File: src/rtl/pll_lock_detector.sv
// PLL lock qualifier: measures each reference period in pll_clk cycles,
// counts PFD up/down activity per period, and applies good/bad window
// hysteresis to produce a stable lock indication.
module pll_lock_detector #(
  parameter int unsigned DIV_N      = 10,
  parameter int unsigned FREQ_TOL   = 1,
  parameter int unsigned ERR_TOL    = 1,
  parameter int unsigned LOCK_CNT   = 8,
  parameter int unsigned UNLOCK_CNT = 4,
  parameter int unsigned TIMEOUT    = 255
) (
  input  logic       clk,
  input  logic       rst_n,
  input  logic       clk_ref,
  input  logic       up,
  input  logic       down,
  output logic       locked,
  output logic [1:0] lock_state,
  output logic [7:0] phase_err,
  output logic [7:0] period_meas,
  output logic       eval_pulse
);

  typedef enum logic [1:0] {
    ST_UNLOCKED = 2'd0,
    ST_ACQUIRE  = 2'd1,
    ST_LOCKED   = 2'd2,
    ST_LOSING   = 2'd3
  } state_e;

  localparam logic [7:0] DIV_N_C      = 8'(DIV_N);
  localparam logic [7:0] FREQ_TOL_C   = 8'(FREQ_TOL);
  localparam logic [7:0] ERR_TOL_C    = 8'(ERR_TOL);
  localparam logic [7:0] LOCK_CNT_C   = 8'(LOCK_CNT);
  localparam logic [7:0] UNLOCK_CNT_C = 8'(UNLOCK_CNT);
  localparam logic [7:0] TIMEOUT_C    = 8'(TIMEOUT);

  // reference synchroniser and edge detect
  logic ref_s1_q, ref_s1_d;
  logic ref_s2_q, ref_s2_d;
  logic ref_s3_q, ref_s3_d;
  logic ref_tick;

  // window accumulators and evaluation registers
  logic [7:0] period_acc_q, period_acc_d;
  logic [7:0] err_acc_q, err_acc_d;
  logic       first_win_q, first_win_d;
  logic [7:0] phase_err_q, phase_err_d;
  logic [7:0] period_meas_q, period_meas_d;
  logic       timeout_win_q, timeout_win_d;
  logic       eval_pulse_q, eval_pulse_d;

  // lock FSM
  state_e     state_q, state_d;
  logic [7:0] good_cnt_q, good_cnt_d;
  logic [7:0] bad_cnt_q, bad_cnt_d;
  logic       locked_q, locked_d;

  logic       err_in;
  logic       timeout_hit;
  logic       eval_fire;
  logic       discard;
  logic [7:0] period_diff;
  logic       win_good;
  logic [7:0] good_cnt_inc;
  logic [7:0] bad_cnt_inc;

  // synchroniser next-state and rising-edge detect
  always_comb begin
    ref_s1_d = clk_ref;
    ref_s2_d = ref_s1_q;
    ref_s3_d = ref_s2_q;
    ref_tick = ref_s2_q & ~ref_s3_q;
  end

  // synchroniser flops
  always_ff @(posedge clk or negedge rst_n) begin
    if (!rst_n) begin
      ref_s1_q <= 1'b0;
      ref_s2_q <= 1'b0;
      ref_s3_q <= 1'b0;
    end else begin
      ref_s1_q <= ref_s1_d;
      ref_s2_q <= ref_s2_d;
      ref_s3_q <= ref_s3_d;
    end
  end

  // window accumulation, evaluation latch and first-window discard
  always_comb begin
    err_in        = up | down;
    timeout_hit   = (period_acc_q == TIMEOUT_C);
    eval_fire     = ref_tick | timeout_hit;
    discard       = ref_tick & first_win_q;
    period_acc_d  = period_acc_q;
    err_acc_d     = err_acc_q;
    first_win_d   = first_win_q & ~ref_tick;
    phase_err_d   = phase_err_q;
    period_meas_d = period_meas_q;
    timeout_win_d = timeout_win_q;
    eval_pulse_d  = 1'b0;
    if (eval_fire) begin
      // the evaluating cycle starts the next window
      period_acc_d = 8'd1;
      err_acc_d    = {7'd0, err_in};
      if (!discard) begin
        phase_err_d   = err_acc_q;
        period_meas_d = period_acc_q;
        // a coincident reference edge wins over the timeout
        timeout_win_d = ~ref_tick;
        eval_pulse_d  = 1'b1;
      end
    end else begin
      if (period_acc_q != '1) begin
        period_acc_d = period_acc_q + 8'd1;
      end
      if (err_in && (err_acc_q != '1)) begin
        err_acc_d = err_acc_q + 8'd1;
      end
    end
  end

  // accumulator and evaluation flops
  always_ff @(posedge clk or negedge rst_n) begin
    if (!rst_n) begin
      period_acc_q  <= '0;
      err_acc_q     <= '0;
      first_win_q   <= 1'b1;
      phase_err_q   <= '0;
      period_meas_q <= '0;
      timeout_win_q <= 1'b0;
      eval_pulse_q  <= 1'b0;
    end else begin
      period_acc_q  <= period_acc_d;
      err_acc_q     <= err_acc_d;
      first_win_q   <= first_win_d;
      phase_err_q   <= phase_err_d;
      period_meas_q <= period_meas_d;
      timeout_win_q <= timeout_win_d;
      eval_pulse_q  <= eval_pulse_d;
    end
  end

  // window classification from the latched measurements
  always_comb begin
    if (period_meas_q >= DIV_N_C) begin
      period_diff = period_meas_q - DIV_N_C;
    end else begin
      period_diff = DIV_N_C - period_meas_q;
    end
    win_good = ~timeout_win_q && (phase_err_q <= ERR_TOL_C) && (period_diff <= FREQ_TOL_C);
  end

  // FSM state and hysteresis counter registers
  always_ff @(posedge clk or negedge rst_n) begin
    if (!rst_n) begin
      state_q    <= ST_UNLOCKED;
      good_cnt_q <= '0;
      bad_cnt_q  <= '0;
      locked_q   <= 1'b0;
    end else begin
      state_q    <= state_d;
      good_cnt_q <= good_cnt_d;
      bad_cnt_q  <= bad_cnt_d;
      locked_q   <= locked_d;
    end
  end

  // FSM next state, stepped only on an evaluated window
  always_comb begin
    state_d      = state_q;
    good_cnt_d   = good_cnt_q;
    bad_cnt_d    = bad_cnt_q;
    good_cnt_inc = good_cnt_q + 8'd1;
    bad_cnt_inc  = bad_cnt_q + 8'd1;
    if (eval_pulse_q) begin
      unique case (state_q)
        ST_UNLOCKED: begin
          if (win_good) begin
            if (LOCK_CNT_C == 8'd1) begin
              state_d    = ST_LOCKED;
              good_cnt_d = '0;
            end else begin
              state_d    = ST_ACQUIRE;
              good_cnt_d = 8'd1;
            end
          end
        end
        ST_ACQUIRE: begin
          if (!win_good) begin
            state_d    = ST_UNLOCKED;
            good_cnt_d = '0;
          end else if (good_cnt_inc >= LOCK_CNT_C) begin
            state_d    = ST_LOCKED;
            good_cnt_d = '0;
          end else begin
            good_cnt_d = good_cnt_inc;
          end
        end
        ST_LOCKED: begin
          if (!win_good) begin
            if (UNLOCK_CNT_C == 8'd1) begin
              state_d   = ST_UNLOCKED;
              bad_cnt_d = '0;
            end else begin
              state_d   = ST_LOSING;
              bad_cnt_d = 8'd1;
            end
          end
        end
        ST_LOSING: begin
          if (win_good) begin
            state_d   = ST_LOCKED;
            bad_cnt_d = '0;
          end else if (bad_cnt_inc >= UNLOCK_CNT_C) begin
            state_d   = ST_UNLOCKED;
            bad_cnt_d = '0;
          end else begin
            bad_cnt_d = bad_cnt_inc;
          end
        end
      endcase
    end
  end

  // registered lock flag tracks the state being entered
  always_comb begin
    locked_d = (state_d == ST_LOCKED) || (state_d == ST_LOSING);
  end

  assign locked      = locked_q;
  assign lock_state  = state_q;
  assign phase_err   = phase_err_q;
  assign period_meas = period_meas_q;
  assign eval_pulse  = eval_pulse_q;

endmodule

File: config.mk
export PLATFORM = sky130hd
export DESIGN_NAME = pll_lock_detector
export DESIGN_NICKNAME = d
export VERILOG_FILES = /design/src/rtl/pll_lock_detector.sv
export SDC_FILE = /design/constraint.sdc
export NUM_CORES = 1
export LEC_CHECK = 0
export CAP_MARGIN = 40
export CORE_MARGIN = 8
export CORE_UTILIZATION = 35
export DETAILED_ROUTE_END_ITERATION = 8
export GPL_ROUTABILITY_DRIVEN = 1
export SLEW_MARGIN = 10
export SYNTH_ARGS = -nofsm -noshare
export SYNTH_HDL_FRONTEND = slang
export SYNTH_SLANG_ARGS = --single-unit
export TNS_END_PERCENT = 30
File: constraint.sdc
create_clock -name clk -period 5.6 [get_ports clk]
set_input_delay 1.12 -clock clk [delete_from_list [all_inputs] [get_ports clk]]
set_output_delay 1.12 -clock clk [all_outputs]
set_load 0.02 [all_outputs]
==> results, run 1 <==
- The post-detailed-routing wire length is 5850 um.
- The worst path arrival time is 3020 ps.
- The hold buffer count at CTS is 0.
- In this run the vertical extent of the chip is 107 um.
- The final hold violation count was 0.
- The final critical path takes up 50.2% of the cycle.
- The initial antenna violation count is 0.
- The power dissipated by switching net loads is 0.000505 W.
- The core occupancy in the finished layout is 42.0%.
- The worst flop-to-flop path endpoint is lock_state[0].
- The post-cts resize count is 0.
- The kind of end point of the critical path is a flop.
- The netlist uses 58 different library cells.
- For met3 alone, demand over resource in global routing was 3.48%.
- The full die area is 0.0115 mm2.
- The launch instance of the worst min-delay path is ref_s1_q.
- Summed over all cells, the static leakage comes to 1.53 nW.
- The TritonCTS buffer count is 9.
- Summing all multi-input logic gate instances after layout gives 0.00141 mm2.
- The internal portion of the total power is 0.000833 W.
- The worst pin sits at a relative slew slack of 52.8%.
- Registers are responsible for 42.0% of the overall power.
- The number of remaining DRC errors is 0.
- Setup violations remaining at the end of the flow were counted as 0.
- 0 antenna diodes ended up in the layout.
- After global routing the overflow that remains totals 0.
- The tool flagged a number of max-cap violations equal to 0.
- The clock edge transition at the registers on the reported setup and hold paths is 70 ps.
- The endpoint with the worst hold slack is ref_s2_q.
- A synthesized cell averages 10.9 um2.
- Dividing total power by cell area gives a power density of 392 mW/mm2.
- In this run, synthesis inferred 0 flip-flops with an integrated enable.
- The aggregate negative setup slack is 0 ps.
- Routability-driven placement finished with a final weighted congestion of 0.809.
- In the global route stage, met1 resource usage came out at 13.5%.
- The warning count from the yosys run is 0.
- The worst reg2reg path depth is 8.
- Setup repair after global routing left no endpoint under its margin.
- The layout cell share with drive strength beyond 1 is 16.0%.
- Once the floorplan was initialized, standard cells occupied 35.7% of the core.
- For the worst-skew pair, the clock arrives at the later sink with an insertion delay of 340 ps.
- The most instantiated flip-flop cell in the synthesis netlist is dfrtp_1.
- In the routed layout, each cell is associated on average with a via count of 5.19.
- The launching point of the worst reg2reg path is period_meas[0].
- The register bit count reported by yosys is 57.
- In this run the most used layer during global routing was met2.
- The maximum vdd ir drop is 188 uV.
- The final critical path time including I/O delays and setup is 2810 ps.
- The run finished with clean final reports.
- The path type of the worst min-delay path is reg2reg.
- The clock network burns 24.9% of the power.
- The required time of the critical path is 5820 ps.
- The worst-case register-to-register setup slack is 2790 ps.
- Entering global routing, the biggest net connects 58 pins.
- The type of origin of the critical path is a flop.
- After synthesis the cells add up to 0.00290 mm2.
- The filler cells instantiated in the layout total 786.
- Based on the critical path, the design can be clocked at up to 356 MHz.
- The peak fanout along the critical path is 7.
- At the placement stage, the worst setup path has a slack of 2820 ps.
- The post-synth net total is 283.
- The transition time of the tightest slew-check pin is 708 ps.
- The wire length of the first global-routing pass is 10,100 um.
- Global routing consumed, over all layers together, 11.2% of the routing resources.
- The instance count of the mapped netlist is 266.
- At the end of the flow, the number of nets in the layout was 312.
- The number of global-route vias before repair was 2,110.
- For this design the top-level I/O count stands at 25.
- Dividing the detail-routed wire length by the instance count gives 14.4 um.
- The count of pins over their slew limit is 0.
- The first TritonRoute pass finished after 4 iterations.
- The detailed placement HPWL is 4090 um.
- The final clock skew is 11.5 ps.
- The master cell of the clock root buffer is clkbuf_8.
- The vias after detailed routing is 2,103.
- The clock sink count is 57.
- After synthesis, the share of flip-flops with an asynchronous set or reset is 100%.
- The worst hold path stage count is 0.
- During placement, the flow inserted port buffers numbering 24.
- The proportion of total power due to net switching is 37.7%.
- From synthesis to final layout, the design area changed by 17.7%.
- The sequential share of the synthesized area is 49.2%.
- In this run the number of H-tree levels came out at 3.
- The core region is 0.00813 mm2.
- For met2 alone, demand over resource in global routing was 17.6%.
- The die width is 107 um.
- Per report_power, the combinational group accounts for 33.1% of the total.
- The first routing iteration left 105 violations.
- The combined flip-flop and latch cell area is 0.00143 mm2.
- The post-route cell area is 0.00341 mm2.
- In this run the remaining antenna-violating nets after routing total 0.
- After clock tree synthesis, the setup repair step added 0 buffers.
- After detailed placement, the total cell area comes to 0.00324 mm2.
- The number of core rows is 33.
- The number of buffers on the longest clock path is 2.
- TritonCTS built the clock tree.
- The worst path meets setup with 2790 ps of slack.
- The category of the critical setup timing path is reg2reg.
==> worst max-delay path by stage <==
stage / from / endpoint / slack (ps) / cells past startpoint
2_1_floorplan: period_meas[0] / lock_state[0] / 2950 / 8
3_3_place_gp: period_meas[0] / good_cnt_q[2] / 2890 / 8
3_5_place_dp: period_meas[0] / good_cnt_q[2] / 2820 / 8
4_1_cts: period_meas[3] / period_meas[3] / 2790 / 1
5_1_grt: period_meas[0] / good_cnt_q[2] / 2600 / 8
6_report: period_meas[0] / lock_state[0] / 2790 / 8
==> synth_stat cells (2+ instances only) <==
library cell  count  share of area, %
a21boi_0          7               1.8
a21o_1            2              0.52
a21oi_1          10               1.7
a31o_2            2              0.60
a31oi_1           3              0.65
and2_1            8               1.7
and3_1            2              0.43
and4_1            2              0.60
buf_2             2              0.34
clkbuf_1          5              0.65
dfrtp_1          56                48
ha_1             12               5.2
inv_1             7              0.91
mux2_2           15               5.8
nand2_1          18               2.3
nand2b_1          2              0.43
nand3_1           8               1.4
nand4_1           6               1.3
nor2_1           20               2.6
nor2b_1           5               1.1
nor3_1            6               1.0
nor4_1            2              0.43
o211a_1           2              0.69
o211ai_1          3              0.78
o21ai_0           7               1.2
o21ai_1           2              0.34
o22ai_1           2              0.43
o31ai_1           3              0.78
or2_2             2              0.43
or3_1             4              0.86
or4_1             4               1.0
xnor2_1           6               1.8
xor2_1            6               1.8
==> per-stage QoR <==
| stage | instances | total power (W) | hold WS (ps) |
|---|---|---|---|
| floorplan | 266 | 0.000870 | 331 |
| global placement | 389 | 0.00101 | 338 |
| detailed placement | 389 | 0.00101 | 342 |
| CTS | 405 | 0.00136 | 359 |
| global route | 405 | 0.00143 | 370 |
| finish | 405 | 0.00134 | 355 |
==> logic make-up (layout without fill, tap and decap cells) <==
family	count (synthesis)	in the layout	synth area share, %
adder cells (fa/ha/maj)	12	12	5.17
flip-flops	57	57	49.2
multiplexers	15	15	5.82
AND/OR/NAND/NOR	94	94	17.7
AO/OA/AOI/OAI	61	61	16.2
XOR/XNOR	12	12	3.62
buffers and inverters	15	49	2.29
==> registers in the layout (all words and copies together), names as in the netlist <==
name / cells
ref_s3_q: 1
first_win_q: 1
phase_err: 8
ref_s1_q: 1
period_acc_q: 8
good_cnt_q: 8
lock_state: 2
eval_pulse: 1
timeout_win_q: 1
period_meas: 8
locked: 1
ref_s2_q: 1
bad_cnt_q: 8
err_acc_q: 8
==> critical path, stage by stage (launching register included) <==
cell and delay (ps):
dfrtp_1 480, inv_1 100, ha_1 250, or3_1 460
a21oi_2 230, a311oi_2 160, nor4b_4 510, nand3_2 190
a221o_1 320
==> placed cells by master, fill, tap and decap left out, types with 3 or more instances in the layout <==
master / instances
dfrtp_1: 56
clkdlybuf4s50_1: 23
nor2_1: 20
nand2_1: 18
mux2_2: 15
ha_1: 12
a21oi_1: 10
clkbuf_8: 9
nand3_1: 8
and2_1: 8
inv_1: 7
o21ai_0: 7
a21boi_0: 7
xor2_1: 6
nor3_1: 6
nand4_1: 6
xnor2_1: 6
nor2b_1: 5
or3_1: 4
or4_1: 4
o31ai_1: 3
o211ai_1: 3
a31oi_1: 3
==> power groups by stage <==
| stage | logic [W] | registers, W | clock network [W] |
|---|---|---|---|
| after floorplan | 0.000306 | 0.000564 | 0 |
| after global placement | 0.000440 | 0.000566 | 0 |
| after detailed placement | 0.000445 | 0.000569 | 0 |
| after CTS | 0.000446 | 0.000561 | 0.000348 |
| after global routing | 0.000486 | 0.000576 | 0.000368 |
| final | 0.000443 | 0.000562 | 0.000333 |
==> per-layer routing <==
layer	up-vias	part of all wire, %
li1	1041	-
met1	1023	47
met2	30	48
met3	9	3.7
met4	0	1.9
met5	-	0
==> final cells by class <==
type / count / area share (%)
Clock buffer: 10 / 3.74
Inverter: 7 / 0.770
Sequential cell: 57 / 41.8
Timing Repair Buffer: 26 / 7.33
Multi-Input combinational cell: 194 / 41.2
Clock inverter: 6 / 1.28
Tap cell: 105 / 3.85
Note: power is estimated with default switching activity, not from simulation.
==> run 2: changes to the inputs <==
Clock period 5.6 ns to 2.6 ns, I/O delays scaled along.
==> run 2 against run 1 <==
Against the previous run:
- non-clock buffer count up 13
- largest cell class is now multi-input gates
- register-to-register slack worse by 2700 ps
- first-iteration DRC count down 50%
- cell count up 3.2%
- total power up 130%
- global-route usage up 0.12 points
- highest routed layer unchanged
- via count up 3.4%
- die area unchanged
- utilization up 2.2 points
- combinational power rose to 2.6 times the previous value
- critical path depth unchanged
- sequential power up 100%
==> results, run 2 (synthesis gave the netlist of run 1 again) <==
- Outcome: complete, no violations (unchanged).
- The routed length per placed instance is 14.5 um (was 14.4 um).
- The number of setup violations in the final report is 0 (unchanged).
- The clock edge transition at the registers on the reported setup and hold paths is 60 ps (was 70 ps).
- The die width is 107 um (unchanged).
- The placeable core area is 0.00813 mm2 (unchanged).
- The effective utilization at floorplan was 35.7% (unchanged).
- The post-detailed-routing wire length is 6070 um (was 5850 um).
- The highest metal layer used by the detailed router is met4 (unchanged).
- The stage delay of the slowest cell on the critical path was 590 ps (was 510 ps).
- Most frequent cells in the layout: 55 x dfrtp_1, 23 x clkdlybuf4s50_1, 20 x nor2_1 (was 56 x dfrtp_1, 23 x clkdlybuf4s50_1, 20 x nor2_1).
- The final hold violation count is 0 (unchanged).
- The global placer's final weighted congestion was 0.816 (was 0.809).
- The number of nets in the layout is 325 (was 312).
- The total number of H-tree levels was 3 (unchanged).
- The core occupancy in the finished layout is 44.2% (was 42.0%).
- The kind of cell adding the most delay to the critical path is compound AO/OA/AOI/OAI gates (was simple AND/OR/NAND/NOR gates).
- Counting stages on the worst path, the most repeated cell is buf_4.
- The most frequent standard cell in the layout excluding fill and tap cells is dfrtp_1 (unchanged).
- The ratio of routed vias to standard cells came to 5.20 (was 5.19).
- The worst path arrival time is 2720 ps (was 3020 ps).
- The leakage dissipation is 1.62 nW (was 1.53 nW).
- The met3 wire length is 259 um (was 216 um).
- The hold buffer count at CTS is 0 (unchanged).
- The antenna diode count is 0 (unchanged).
- The detailed-routed wire length on met2 is 2940 um (was 2790 um).
- The number of detailed-routing iterations run before antenna repair was 4 (unchanged).
- The total grt overflow is 0 (unchanged).
- The required time of the critical path came to 2810 ps (was 5820 ps).
- The count of antenna-violating nets left after detailed routing is 0 (unchanged).
- The maximum vdd ir drop is 443 uV (was 188 uV).
- The initial detailed-routing violation count came to 52 (was 105).
- The transition time of the tightest slew-check pin is 547 ps (was 708 ps).
- The vias after detailed routing was 2,174 (was 2,103).
- The TritonCTS buffer count was 9 (unchanged).
- The worst-case register-to-register setup slack is 100 ps (was 2790 ps).
- The number of buffers on the longest clock path is 2 (unchanged).
- The final critical path time including I/O delays and setup is 2500 ps (was 2810 ps).
- The master cell of the clock root buffer is clkbuf_8 (unchanged).
- The kind of end point of the critical path is a flop (unchanged).
- The worst setup timing slack at the placement stage is -43.5 ps (was 2820 ps).
- The smallest setup slack after layout was 97.8 ps (was 2790 ps).
- The max-slew headroom at the worst pin is 63.5% (was 52.8%).
- Setup repair after global routing missed its margin: no (unchanged).
- The y dimension of the die is 107 um (unchanged).
- The layout cell share with drive strength beyond 1 is 21.1% (was 16.0%).
- The type of origin of the critical path is a flop (unchanged).
- The routed metal-1 wirelength is 2740 um (was 2730 um).
- The detailed placement HPWL is 4290 um (was 4090 um).
- The reported max-cap violation count was 0 (unchanged).
- The number of core rows is 33 (unchanged).
- The worst hold slack after final layout is 165 ps (was 355 ps).
- The count of input and output buffers is 24 (unchanged).
- The path type of the worst min-delay path is in2async (was reg2reg).
- The peak fanout along the critical path was 7 (unchanged).
- The number of remaining DRC errors is 0 (unchanged).
- The power density over cell area is 872 mW/mm2 (was 392 mW/mm2).
- The insertion delay of the later-clocked pin in the worst-skew pair is 340 ps (about the same).
- The count of pins over their slew limit is 0 (unchanged).
- The final clock skew is 8.39 ps (was 11.5 ps).
- The aggregate negative setup slack was 0 ps (unchanged).
- The buffering stage count on the worst path with inverters included was 2 (was 1).
- The initial antenna violation count is 0 (unchanged).
- The total I/O pin count is 25 (unchanged).
- The slowest cell on the critical path is or4_4 (was nor4b_4).
- Critical-path cell list: or4_4, o211a_1, a311oi_2, nor4b_4, buf_4, buf_4, and4_1, a221o_1 (was inv_1, ha_1, or3_1, a21oi_2, a311oi_2, nor4b_4, nand3_2, a221o_1).
- The pin count of the biggest net entering global routing came to 36 (was 58).
- The wire length of the first global-routing pass came to 10,300 um (was 10,100 um).
- The category of the critical setup timing path was reg2reg (unchanged).
- The combined global-route utilization of all metal layers was 11.3% (was 11.2%).
- The final critical-path share of the clock period came to 96.2% (was 50.2%).
- The clock sink count was 57 (unchanged).
- The CTS tree was yes (unchanged).
- The layout overhead on the synthesized area is 23.8% (was 17.7%).
- The full die area is 0.0115 mm2 (unchanged).
- The number of global-route vias before repair is 2,190 (was 2,110).
- The fmax is 400 MHz (was 356 MHz).
-- run 2: routing by layer --
metal  track usage (%)  up-vias
met5                 0        -
met4              5.83        0
met3              4.26       12
met2              18.4       37
met1              12.7     1059
li1                  -     1066
-- run 2: final timing paths --
check / from / end / cells after the start
max: period_meas[7] / lock_state[0] / 8
max reg2reg: period_meas[7] / lock_state[0] / 8
max in group asynchronous: rst_n / first_win_q / 2
min reg2reg: ref_s1_q / ref_s2_q / 0
min: rst_n / good_cnt_q[5] / 1
min in group clk: ref_s1_q / ref_s2_q / 0
-- run 2: layout make-up --
class | instances | area, um2
clock buffers | 12 | 155
clock inverters | 4 | 51.3
fillers | 783 | 4540
inverters | 7 | 26.3
multi-input cells | 194 | 1440
flip-flops and latches | 57 | 1430
well taps | 105 | 131
repair buffers | 39 | 360
-- run 2: what timing repair did --
item	CTS	global route
pin swaps	0	2
endpoints found under the setup margin	8	10
gates cloned	0	0
buffers inserted	0	2
gates resized for setup	1	4
-- run 2: worst reg2reg max path: stages (launching register included) --
cell      delay (ps)
dfrtp_1          370
or4_4            590
o211a_1          240
a311oi_2         360
nor4b_4           90
buf_4            170
buf_4            140
and4_1           170
a221o_1          260
-- run 2: power by group --
group	switching [W]	leakage, nW	internal, W
clock	0.000351	0.103	0.000495
combinational	0.000623	0.764	0.000522
sequential	0.000133	0.758	0.00101
-- run 2: per-stage QoR --
step	std cells	area (um2)	total power, W
finish	418	3590	0.00313
global route	418	3590	0.00334
CTS	416	3550	0.00313
detailed placement	400	3340	0.00225
global placement	400	3340	0.00223
floorplan	266	2900	0.00187
==> run 3: changes to the inputs <==
Settings changed: CORE_MARGIN 8 to not set.
==> run 3 against run 2 <==
Against the previous run:
- critical path depth is the same
- count of clock-buffer cells in the layout shrank 2
- combinational power is essentially flat
- hold slack gained 35 ps
- maximum frequency shrank 0.78%
- sequential power is essentially flat
- sequential share of layout area grew 0.21 points
- first-iteration DRC count grew 90%
- via count is essentially flat
- highest routed layer unchanged
==> results, run 3 (synthesis gave the netlist of run 1 again) <==
- The total area of multi-input combinational cells came to 0.00143 mm2 (was 0.00144 mm2).
- The effective utilization at floorplan was 36.8% (was 35.7%).
- The placeable core area came to 0.00789 mm2 (was 0.00813 mm2).
- Setup repair after global routing missed its margin: yes (was no).
- The maximum vdd ir drop was 565 uV (was 443 uV).
- The slowest cell on the critical path is or4_4 (unchanged).
- The leakage dissipation came to 1.61 nW (was 1.62 nW).
- The power density over cell area is 874 mW/mm2 (was 872 mW/mm2).
- The final clock skew was 10.1 ps (was 8.39 ps).
- The number of remaining DRC errors is 0 (unchanged).
- The peak fanout along the critical path was 7 (unchanged).
- The type of origin of the critical path is a flop (unchanged).
- The post-route cell area was 0.00357 mm2 (was 0.00359 mm2).
- The clock sink count is 57 (unchanged).
- Most frequent cells in the layout: 55 x dfrtp_1, 23 x clkdlybuf4s50_1, 20 x nor2_1 (unchanged).
- The y dimension of the die is 93.1 um (was 107 um).
- The path type of the worst min-delay path is in2async (unchanged).
- The detailed placement HPWL was 4240 um (was 4290 um).
- The kind of end point of the critical path was a flop (unchanged).
- The total I/O pin count is 25 (unchanged).
- The count of pins over their slew limit is 0 (unchanged).
- The layout overhead on the synthesized area is 23.2% (was 23.8%).
- The master cell of the clock root buffer is clkbuf_8 (unchanged).
- The aggregate negative setup slack is 0 ps (unchanged).
- The TritonCTS buffer count came to 9 (unchanged).
- The number of global-route vias before repair was 2,131 (was 2,190).
- The most frequent standard cell in the layout excluding fill and tap cells is dfrtp_1 (unchanged).
- The number of fillers in the final layout is 717 (was 783).
- The hold buffer count at CTS is 0 (unchanged).
- The count of antenna-violating nets left after detailed routing is 0 (unchanged).
- The insertion delay of the later-clocked pin in the worst-skew pair is 340 ps (about the same).
- The reported max-cap violation count came to 0 (unchanged).
- The stage delay of the slowest cell on the critical path is 590 ps (about the same).
- The CTS tree was yes (unchanged).
- The global placer's final weighted congestion came to 0.796 (was 0.816).
- The initial detailed-routing violation count is 99 (was 52).
- The total number of H-tree levels is 3 (unchanged).
- The fmax is 397 MHz (was 400 MHz).
- Critical-path cell list: or4_4, o211a_1, a311oi_2, nor4b_4, buf_4, buf_4, and4_1, a221o_1 (unchanged).
- The max-slew headroom at the worst pin is 58.0% (was 63.5%).
- Outcome: complete, no violations (unchanged).
- The final critical-path share of the clock period is 97.0% (was 96.2%).
- The dominant cell type by count on the critical path is buf_4 (unchanged).
- The layout cell share with drive strength beyond 1 came to 20.8% (was 21.1%).
- The final hold violation count is 0 (unchanged).
- The transition time of the tightest slew-check pin is 629 ps (was 547 ps).
- The number of detailed-routing iterations run before antenna repair is 4 (unchanged).
- The post-detailed-routing wire length was 6100 um (was 6070 um).
- The routed length per placed instance is 14.7 um (was 14.5 um).
- The worst path arrival time was 2740 ps (was 2720 ps).
- The overall power came to 0.00313 W (about the same).
- The antenna diode count is 0 (unchanged).
- The pin count of the biggest net entering global routing is 33 (was 36).
- The total grt overflow is 0 (unchanged).
- The combined flip-flop and latch cell area is 0.00143 mm2 (unchanged).
- The count of input and output buffers is 24 (unchanged).
- The required time of the critical path came to 2820 ps (was 2810 ps).
- The number of setup violations in the final report was 0 (unchanged).
- The ratio of routed vias to standard cells is 5.25 (was 5.20).
- The vias after detailed routing is 2,173 (was 2,174).
- The number of buffers on the longest clock path is 2 (unchanged).
- The full die area came to 0.00866 mm2 (was 0.0115 mm2).
- The initial antenna violation count was 0 (unchanged).
- The wire length of the first global-routing pass is 10,400 um (was 10,300 um).
- The number of core rows is 32 (was 33).
- The combined global-route utilization of all metal layers is 15.6% (was 11.3%).
- The kind of cell adding the most delay to the critical path was compound AO/OA/AOI/OAI gates (unchanged).
- The final critical path time including I/O delays and setup was 2520 ps (was 2500 ps).
- The clock edge transition at the registers on the reported setup and hold paths is 70 ps (was 60 ps).
- The die width came to 93.1 um (was 107 um).
- The category of the critical setup timing path is reg2reg (unchanged).
- The placement-stage cell area came to 0.00334 mm2 (about the same).
- The number of nets in the layout was 324 (was 325).
- The buffering stage count on the worst path with inverters included came to 2 (unchanged).
==> run 3: cell type report <==
cell class                 instances  share of cell area, %
clock buffer                      10                   3.85
clock inverter                     6                   1.89
inverter                           7                  0.735
multi-input combinational        194                   40.1
sequential                        57                   40.0
tap                              102                   3.57
timing repair buffer              38                   9.87
==> run 3: through the flow <==
stage	worst slack, ps	util, %	std cells	hold WS (ps)
after global placement	121	42.3	397	333
after global routing	-24.4	45.3	414	229
after floorplan	11.1	-	266	224
after detailed placement	82.2	42.3	397	335
after CTS	42.0	44.9	413	202
final	78.1	45.3	414	200
==> run 3: path summary, 6_finish.rpt <==
path                                 from             to  slack (ps)  cells after the start
max                        period_meas[7]  lock_state[0]          80                      8
min in group clk                 ref_s1_q       ref_s2_q         350                      0
max in group asynchronous           rst_n    first_win_q        1740                      2
min                                 rst_n  good_cnt_q[5]         200                      1
max reg2reg                period_meas[7]  lock_state[0]          80                      8
min reg2reg                      ref_s1_q       ref_s2_q         350                      0
==> run 3: power by group <==
group          switching (W)  total, W  leakage, nW  internal (W)
Sequential          0.000128   0.00114        0.758       0.00101
Clock               0.000375  0.000844       0.0985      0.000469
Combinational       0.000622   0.00114        0.757      0.000522
==> run 3: worst reg2reg max path: stages (launching register included) <==
cell	delay (ps)
dfrtp_1	380
or4_4	590
o211a_1	240
a311oi_2	370
nor4b_4	90
buf_4	170
buf_4	150
and4_1	180
a221o_1	250
==> run 3: timing repair <==
action / in CTS / in global routing
endpoints found under the hold margin: 0 / 0
endpoints found under the setup margin: 0 / 11
resized for setup: 0 / 4
buffers inserted: 0 / 1
==> run 3: routing by layer <==
layer	routed length [um]	track usage, %	part of all wire, %
met4	93	6.15	1.5
met3	239	4.63	3.9
met5	0	0	0
met1	2870	19.1	47
met2	2900	25.6	47
==> patch (settings of run 2) <==
The output `locked` loses its register stage (`locked_q` becomes a continuous assignment).
--- a/src/rtl/pll_lock_detector.sv
+++ b/src/rtl/pll_lock_detector.sv
@@ -158,12 +158,12 @@
       good_cnt_q <= '0;
       bad_cnt_q  <= '0;
-      locked_q   <= 1'b0;
     end else begin
       state_q    <= state_d;
       good_cnt_q <= good_cnt_d;
       bad_cnt_q  <= bad_cnt_d;
-      locked_q   <= locked_d;
-    end
-  end
+    end
+  end
+
+  assign locked_q = locked_d;
 
   // FSM next state, stepped only on an evaluated window
Formal check against the unedited RTL: same outputs for any inputs over 10 cycles, from zero or initial values and one cycle with rst_n low; that may be too few to reach the edited logic, so the function may still have changed.
==> patch against run 2 <==
  * Sequential cell count decreased by 1
  * Wire length increased by 3.2%
  * Worst hold slack better by 39 ps
  * Worst setup slack worse by 440 ps
  * Global-route usage grew 0.34 points
  * Design area grew 3.7%
  * Power shrank 2.5%
  * The run now ends with setup timing left
  * Count of clock-buffer cells in the layout down 7
  * Critical path type is now reg2out
  * Largest cell class unchanged
  * Synthesized area decreased by 0.86%
==> patch: results (changes against run 2) <==
status complete, but fails checks; violated checks setup timing; Via density 5.07 (-2.5%); post-CTS setup buffer count 0 (unchanged); GP Congestion 0.804 (-1.4%); Reg clk slew, reported paths 110 ps (+50 ps); Mapped Nets 282 (-0.35%); Buffers on Ports 24 (unchanged); final setup fails 1 (+1); largest net degree at the start of global routing 27 (-25%); peak supply drop 0.000371 V (-16%); Final nets 352 (+8.3%); slowest stage delay, CP 590 ps (about the same); LEAKAGE 1.71 nW (+5.3%); syn_area_per_cell 10.9 um2 (-0.49%); first-pass GRT wire length 10,900 um (+5.6%); H-tree levels 2 (-1); Post-synth top cells dfrtp_1 (55), nor2_1 (20), nand2_1 (18); PnR worst setup slack -347 ps (-444 ps); critical path arrival 2430 ps (-290 ps); async set or reset register ratio after synthesis 100% (unchanged); Synth cell types 58 (unchanged); first-pass detailed-route iteration total 4 (unchanged); class of the worst hold path in2async; number of synthesized flops with an enable pin 0 (unchanged); vias in the first global route 2,325 (+6.2%); YS warnings 0 (unchanged); placed cells 433 (+8.3%); clk root buf clkbuf_8; hpwl dp 4750 um (+11%); Worst slew margin 59.0% (-4.5 points); crit-path max FO 6 (-1); DRT Wirelength 6270 um (+3.2%); clock tree buffer depth 2 (unchanged); share of cells above drive strength 1 30.1% (+9.0 points); CP max-delay cell or4_4; Worst Skew 9.40 ps (+1.01 ps); sequential share of the synthesized area 48.8% (-0.44 points); CTS buffer count 5 (-4); Largest delay share family, worst path simple AND/OR/NAND/NOR gates; ranking of synthesized cells by area dfrtp_1 (48%), mux2_2 (5.9%), ha_1 (5.2%), nor2_1 (2.6%), nand2_1 (2.3%); diode count 0 (unchanged); antenna violations before repair 0 (unchanged); GRT Util Overall 11.6% (+0.34 points); WL/cell 14.2 um (-2.1%); switching power 1.14 mW (+2.7%); Clock Latency Late Sink 310 ps (-30 ps); 1st-iter DRT viols 82 (+58%)
## patch: cell count changes after synthesis, sizes merged
cell | run 2 | this run
dfrtp | 56 | 55
## patch: routing by layer
layer	track usage [%]	vias to the layer above	routed length (um)	part of all wire, %
met1	13.7	1084	2960	47
li1	-	1116	-	-
met3	2.82	8	182	2.9
met2	20.4	29	3030	48
met4	3.52	0	92	1.5
met5	0	-	0	0
## patch: worst paths after layout
| kind | to | from | cells past startpoint | slack [ps] |
|---|---|---|---|---|
| setup / recovery | locked | period_meas[4]$_DFFE_PN0P_ | 7 | -350 |
| max in group asynchronous | period_meas[6]$_DFFE_PN0P_ | rst_n | 3 | 1600 |
| hold reg to reg | ref_s2_q$_DFF_PN0_ | ref_s1_q$_DFF_PN0_ | 0 | 370 |
| min in group clk | ref_s2_q$_DFF_PN0_ | ref_s1_q$_DFF_PN0_ | 0 | 370 |
| setup reg to reg | lock_state[0]$_DFF_PN0_ | period_meas[4]$_DFFE_PN0P_ | 7 | 150 |
| hold / removal | good_cnt_q[6]$_DFFE_PN0P_ | rst_n | 1 | 200 |
## patch: repair_timing
item                                    4_1_cts  5_1_grt
pin swaps                                     5        2
endpoints found under the setup margin        1        9
gates resized for setup                       8        4
## patch: cell type report
| cell class | count | area (um2) |
|---|---|---|
| Fill cell | 807 | 4370 |
| Multi-Input combinational cell | 194 | 1480 |
| Sequential cell | 56 | 1410 |
| Timing Repair Buffer | 71 | 589 |
| Tap cell | 105 | 131 |
| Clock buffer | 5 | 68.8 |
| Clock inverter | 3 | 27.5 |
| Inverter | 7 | 26.3 |
## patch: cells by family (layout without fill, tap and decap cells)
group,count (synthesis),count (layout),synth area share [%]
AO/OA/AOI/OAI,61,61,16.3
XOR/XNOR,12,12,3.65
adder cells (fa/ha/maj),12,12,5.22
buffers and inverters,15,86,2.31
flip-flops,56,56,48.8
multiplexers,15,15,5.87
AND/OR/NAND/NOR,94,94,17.9
## patch: metrics by stage
| stage | hold slack, ps | utilization, % | instance area (um2) | setup slack (ps) | setup TNS [ps] |
|---|---|---|---|---|---|
| after floorplan | 224 | - | 2920 | -208 | -208 |
| final | 204 | 46.1 | 3730 | -347 | -347 |
| after CTS | 218 | 45.8 | 3700 | -415 | -415 |
| after detailed placement | 336 | 44.4 | 3590 | -544 | -544 |
| after global routing | 235 | 46.1 | 3730 | -480 | -480 |
| after global placement | 348 | 44.4 | 3590 | -499 | -499 |
## patch: power by group through the flow
stage          clock (mW)  combinational, mW  sequential (mW)
6_report            0.505               1.44             1.11
5_1_grt             0.560               1.57             1.13
4_1_cts             0.528               1.42             1.11
3_5_place_dp            0               1.40             1.13
3_3_place_gp            0               1.38             1.13
2_1_floorplan           0              0.689             1.21
